## config.mk

```make
export PLATFORM = sky130hd
export DESIGN_NAME = binary_to_bcd_conv
export DESIGN_NICKNAME = d
export VERILOG_FILES = /design/src/rtl/binary_to_bcd_conv.sv
export SDC_FILE = /design/constraint.sdc
export NUM_CORES = 1
export LEC_CHECK = 0
export ABC_AREA = 1
export BUFFER_PORTS_ARGS = -buffer_cell sky130_fd_sc_hd__clkbuf_2
export CAP_MARGIN = 30
export CORE_AREA = 2 2 39 41
export DETAILED_ROUTE_END_ITERATION = 12
export DIE_AREA = 0 0 41 43
export GPL_TIMING_DRIVEN = 0
export PLACE_DENSITY = 0.39
export SLEW_MARGIN = 0
export SYNTH_ARGS = -nofsm -noshare
export SYNTH_HDL_FRONTEND = slang
export SYNTH_SLANG_ARGS = --single-unit
```

## constraint.sdc

```tcl
create_clock -name clk -period 0.8 [get_ports clk]
set_input_delay 0.16 -clock clk [delete_from_list [all_inputs] [get_ports clk]]
set_output_delay 0.16 -clock clk [all_outputs]
set_load 0.01 [all_outputs]
```

## src/rtl/binary_to_bcd_conv.sv

```systemverilog
// Binary nibble to two-digit BCD converter with a digit-validity flag.
// Inputs 0..9 pass through as the ones digit; 10..15 are flagged invalid
// and both digits are forced to zero. The tens digit is always zero here
// and is kept 4 bits wide so wider BCD stages can share the interface.
module binary_to_bcd_conv #(
  parameter bit OUT_REG = 1'b1
) (
  input  logic       clk,
  input  logic       rst_n,
  input  logic [3:0] bin,
  output logic [3:0] tens,
  output logic [3:0] ones,
  output logic       valid
);

  logic [3:0] conv_tens;
  logic [3:0] conv_ones;
  logic       conv_valid;

  // Convert the current bin into digits; anything above 9 is rejected.
  always_comb begin
    conv_tens  = 4'h0;
    conv_ones  = 4'h0;
    conv_valid = 1'b0;
    if (bin <= 4'd9) begin
      conv_ones  = bin;
      conv_valid = 1'b1;
    end
  end

  generate
    if (OUT_REG) begin : g_reg
      // Register the conversion; a low rst_n at the edge clears everything.
      always_ff @(posedge clk) begin
        if (!rst_n) begin
          tens  <= 4'h0;
          ones  <= 4'h0;
          valid <= 1'b0;
        end else begin
          tens  <= conv_tens;
          ones  <= conv_ones;
          valid <= conv_valid;
        end
      end
    end else begin : g_comb
      // Clock and reset play no part in the combinational build.
      logic unused_clk_rst;
      assign unused_clk_rst = clk ^ rst_n;

      // Outputs follow bin directly.
      always_comb begin
        tens  = conv_tens;
        ones  = conv_ones;
        valid = conv_valid;
      end
    end
  endgenerate

endmodule

```

==> flow_summary.ini, run 1 <==
[run_status]
status = finished, violations left
violations = setup timing

[global_route]
grt_max_degree = 4
antenna_found_initial = 0
grt_pass1_vias = 121
overflow = 0
grt_usage = 0.04104
grt_pass1_wl_um = 379

[critical_path]
cp_num_buf_inv = 1
critPathMaxStageDelay_ns = 0.31
crit_required_ns = 0.64
worst_setup_path_start_kind = register
crit_chain = buf_6
crit_family = flip-flops
cpMaxStageDelayCell = dfxtp_2
cp_max_fo = 1
arrival_ns = 0.65
end_kind = primary output
critical_path_class = reg -> out

[routing]
wirelength_um = 349
via_per_inst = 3.000
drt_iter0_markers = 1
vias = 165
drt_pass1_iterations = 2
drtAntennaViolNets = 0
wl_per_cell_um = 6.345
route.detailed.drc = 0

[sta]
setup_slack_ns = -0.01454
holdWs_ns = 0.1104
fin_crit_sh = 1.018
hold_viol = 0
fin_crit_ns = 0.8145
slew_viol_final = 0
rsz0062_at_grt = yes
finalSetupTns_ns = -0.06216
final-setup-viol-count = 5
fmax_ghz = 1.228

[yosys]
async_flop_share = 0
synth_edf_count = 0
ys_seq_elements = 5
synth_warnings = 0
ys.flop_type = dfxtp_1
syn_avg_cell_area_um2 = 8.417
synthCells = 22
synth_area_leaders = dfxtp_1 (54%), buf_4 (16%), inv_1 (10%)
yosys.area.top_type = dfxtp_1
yosys.area.top_type_share = 0.5405
syn_area_um2 = 185.2
ys_types = 9
netlist_top_cells_count = dfxtp_1 (5), inv_1 (5), buf_4 (4)
ys_seq_area_frac = 0.5405

[pwr]
p_clk_frac = 0.457
p_leak_nw = 0.1885
power_mw = 0.6309
p_int_mw = 0.4912
vdd_drop_max_mv = 0.3668
powerDensity_mw_per_mm2 = 2050
switching_share = 0.2215
switchingPower_mw = 0.1397
pwr-share-comb = 0.122
p_seq_frac = 0.421

[place]
port_buffers = 10
place_ws_ns = 0.1540
dp_cells = 51
gp_congestion = 0.4182
hpwlAfterDp_um = 271.6
placed_cell_area_um2 = 266.5

[min_path]
hold_path_class = in -> reg

[cts]
cts_tree = yes
postCtsSetupRepairBufs = 0
clockRootBuffer = clkbuf_4
cts-buffers-inserted = 3
clk_pin_slew_worst_paths_ns = 0.04
clockBufferDepth = 2
htree_levels = 1
cts.sinks = 5

[final_layout]
drive_gt1_frac = 0.4872
nets = 46
design_area_um2 = 307.8
fin_cells = 55
num_antenna_cells = 0
nFillCells = 158
areaGrowthSynthToFinish_pct = 66.22
final_core_util = 0.2224

[job]
drv_cap = 0

[floorplanning]
die_height_um = 43
rows = 14
initial_utilization = 0.1338
ios = 15
core_mm2 = 0.001384
fp.dieW_um = 41
die-area_mm2 = 0.001763
-- metal layers --
| layer | GRT usage | wire length, µm |
|---|---|---|
| met5 | 0 | 0 |
| met4 | 0.1000 | 0 |
| met3 | 0.01571 | 89 |
| met2 | 0.05313 | 136 |
| met1 | 0.01911 | 123 |
-- state kept, by name, summed over array words and instances, names as in the netlist --
name and flops:
valid 1, ones 4
-- worst paths after layout --
kind	from	endpoint	depth (start not counted)
max	ones[0]	ones[0]	1
min	bin[0]	ones[0]	3
-- repair_timing --
item,CTS,global route
gates resized for setup,0,9
hold endpoints to repair,0,0
setup endpoints to repair,5,5
hold buffers,0,0
-- cell families (layout without fill, tap and decap cells) --
logic type,Yosys count,in the layout,share of synthesized area
other cells,1,4,0.02025
compound gates,1,1,0.02700
flops,5,5,0.5406
buf+inv,9,23,0.2635
simple gates,6,6,0.1486
-- layout by cell type (no fill, tap or decap), drive strengths merged --
| cell | instances |
|---|---|
| clkbuf | 9 |
| buf | 9 |
| inv | 5 |
| dfxtp | 5 |
| conb | 4 |
| nor2 | 3 |
| o21ai | 1 |
| nand2 | 1 |
| nand3 | 1 |
| nand3b | 1 |
-- power groups by stage --
| stage | Sequential (mW) | Combinational (mW) | Clock (mW) |
|---|---|---|---|
| final | 0.266 | 0.0770 | 0.288 |
| after global routing | 0.267 | 0.0843 | 0.319 |
| after floorplan | 0.275 | 0.0354 | 0 |
| after detailed placement | 0.269 | 0.0718 | 0 |
| after global placement | 0.269 | 0.0716 | 0 |
| after CTS | 0.264 | 0.0725 | 0.307 |
-- area by class of cell --
| type | instances | area (µm²) | area share |
|---|---|---|---|
| timing repair buffer | 10 | 62.56 | 0.2033 |
| tap | 16 | 20.02 | 0.06504 |
| sequential | 5 | 102.6 | 0.3333 |
| clock buffer | 4 | 26.28 | 0.08537 |
| multi-input combinational | 11 | 47.55 | 0.1545 |
| buffer | 4 | 30.03 | 0.09756 |
| inverter | 5 | 18.77 | 0.06098 |
Power figures use the tool's default switching activity.
==> run 2: changes to the inputs <==
--- a/config.mk
+++ b/config.mk
@@ -8,11 +8,13 @@
 export ABC_AREA = 1
 export BUFFER_PORTS_ARGS = -buffer_cell sky130_fd_sc_hd__clkbuf_2
 export CAP_MARGIN = 30
+export CELL_PAD_IN_SITES_DETAIL_PLACEMENT = 0
+export CELL_PAD_IN_SITES_GLOBAL_PLACEMENT = 1
 export CORE_AREA = 2 2 39 41
 export DETAILED_ROUTE_END_ITERATION = 12
 export DIE_AREA = 0 0 41 43
 export GPL_TIMING_DRIVEN = 0
-export PLACE_DENSITY = 0.39
+export PLACE_DENSITY = 0.51
 export SLEW_MARGIN = 0
 export SYNTH_ARGS = -nofsm -noshare
 export SYNTH_HDL_FRONTEND = slang
==> constraint.sdc (replaced) <==
create_clock -name clk -period 1.04 [get_ports clk]
set_input_delay 0.208 -clock clk [delete_from_list [all_inputs] [get_ports clk]]
set_output_delay 0.208 -clock clk [all_outputs]
set_load 0.01 [all_outputs]
==> flow_summary.ini, run 2 (synthesized netlist as in run 1, its figures left out) <==
[cts]
ctsResizeCount = 0
clockRootBuffer = clkbuf_4
cts-buffers-inserted = 3
cts_tree = yes
clk_pin_slew_worst_paths_ns = 0.04
htree_levels = 1
postCtsSetupRepairBufs = 0
cts.hold.buffers_added = 0
clockBufferDepth = 2
cts.sinks = 5

[place]
port_buffers = 10
hpwlAfterDp_um = 270.1
placed_cell_area_um2 = 266.5
place_ws_ns = 0.3658
gp_congestion = 0.4308

[routing]
wl_per_cell_um = 5.291
wirelength_um = 291
vias = 169
route.detailed.drc = 0
drtAntennaViolNets = 0
drt_iter0_markers = 3
drt_pass1_iterations = 4
via_per_inst = 3.073

[sta]
setup_slack_ns = 0.1757
fmax_ghz = 1.157
fin_crit_sh = 0.8310
slew_viol_final = 0
holdWs_ns = 0.1675
rsz0062_at_grt = no
final-setup-viol-count = 0
hold_viol = 0
finalSetupTns_ns = 0
fin_crit_ns = 0.8643

[floorplanning]
die-area_mm2 = 0.001763
initial_utilization = 0.1338
ios = 15
core_mm2 = 0.001384
fp.dieW_um = 41
die_height_um = 43
rows = 14

[final_layout]
num_antenna_cells = 0
drive_gt1_frac = 0.4359
nFillCells = 160
nets = 46
multi_input_area_um2 = 47.55
final_common_cell = clkbuf_2
design_area_um2 = 292.8
final_core_util = 0.2116
areaGrowthSynthToFinish_pct = 58.11
layout_common_cells = clkbuf_2 (10), inv_1 (5), dfxtp_1 (5)
reg.largest.list = ones (4), valid (1)
regMostFlops = ones
ff_latch_area_um2 = 100.1
largest_register_ff_count = 4

[global_route]
grt_usage = 0.04595
grt_pass1_vias = 146
overflow = 0
grt_pass1_wl_um = 489
antenna_found_initial = 0
grt_max_degree = 4

[critical_path]
crit_family = flip-flops
cpMaxStageDelayCell = dfxtp_1
arrival_ns = 0.66
worst_setup_path_start_kind = register
critical_path_class = reg -> out
crit_chain = clkbuf_2
end_kind = primary output
cp_max_fo = 1
cp_num_buf_inv = 1
critPathMaxStageDelay_ns = 0.30
crit_required_ns = 0.83

[pwr]
vdd_drop_max_mv = 0.1872
powerDensity_mw_per_mm2 = 1611
p_leak_nw = 0.1829

[min_path]
hold_path_class = in -> reg

[run_status]
status = finished, final reports clean

[job]
drv_cap = 0
==> run 2: cell types whose count changed in the layout (fill, tap and decap cells not counted), sizes merged <==
cell / previous run / this run
buf: 9 / 4
clkbuf: 9 / 14
==> run 2: metrics by stage <==
stage / instances / total power [mW]
2_1_floorplan: 25 / 0.2392
3_3_place_gp: 51 / 0.2613
3_5_place_dp: 51 / 0.2619
4_1_cts: 55 / 0.4841
5_1_grt: 55 / 0.5189
6_report: 55 / 0.4715
==> run 2: where the power goes <==
part / switching [mW] / total [mW] / internal, mW
clock network: 0.0690 / 0.213 / 0.144
logic: 0.0276 / 0.0546 / 0.0270
registers: 0.00193 / 0.204 / 0.202
==> run 2: metal layers <==
| layer | global-route usage | share of wire |
|---|---|---|
| met2 | 0.06563 | 0.52 |
| met1 | 0.03165 | 0.31 |
| met5 | 0 | 0 |
| met3 | 0.01571 | 0.17 |
| met4 | 0.08000 | 0 |
==> run 2: final cells by class <==
| cell class | instances | share of cell area |
|---|---|---|
| Sequential cell | 5 | 0.3419 |
| Timing Repair Buffer | 10 | 0.1709 |
| Multi-Input combinational cell | 11 | 0.1624 |
| Buffer | 4 | 0.1026 |
| Clock buffer | 4 | 0.08974 |
| Tap cell | 16 | 0.06838 |
| Inverter | 5 | 0.06410 |
==> run 2: final timing paths <==
kind	startpoint	endpoint	slack, ns	cells past startpoint
max	valid	valid	0.18	1
min	bin[0]	ones[0]	0.17	3
==> run 2: tightest hold or removal path, delay by kind of cell <==
family	cells	cell delay (ns)
buffers and inverters	2	0.12
and+or+nand+nor	1	0.03
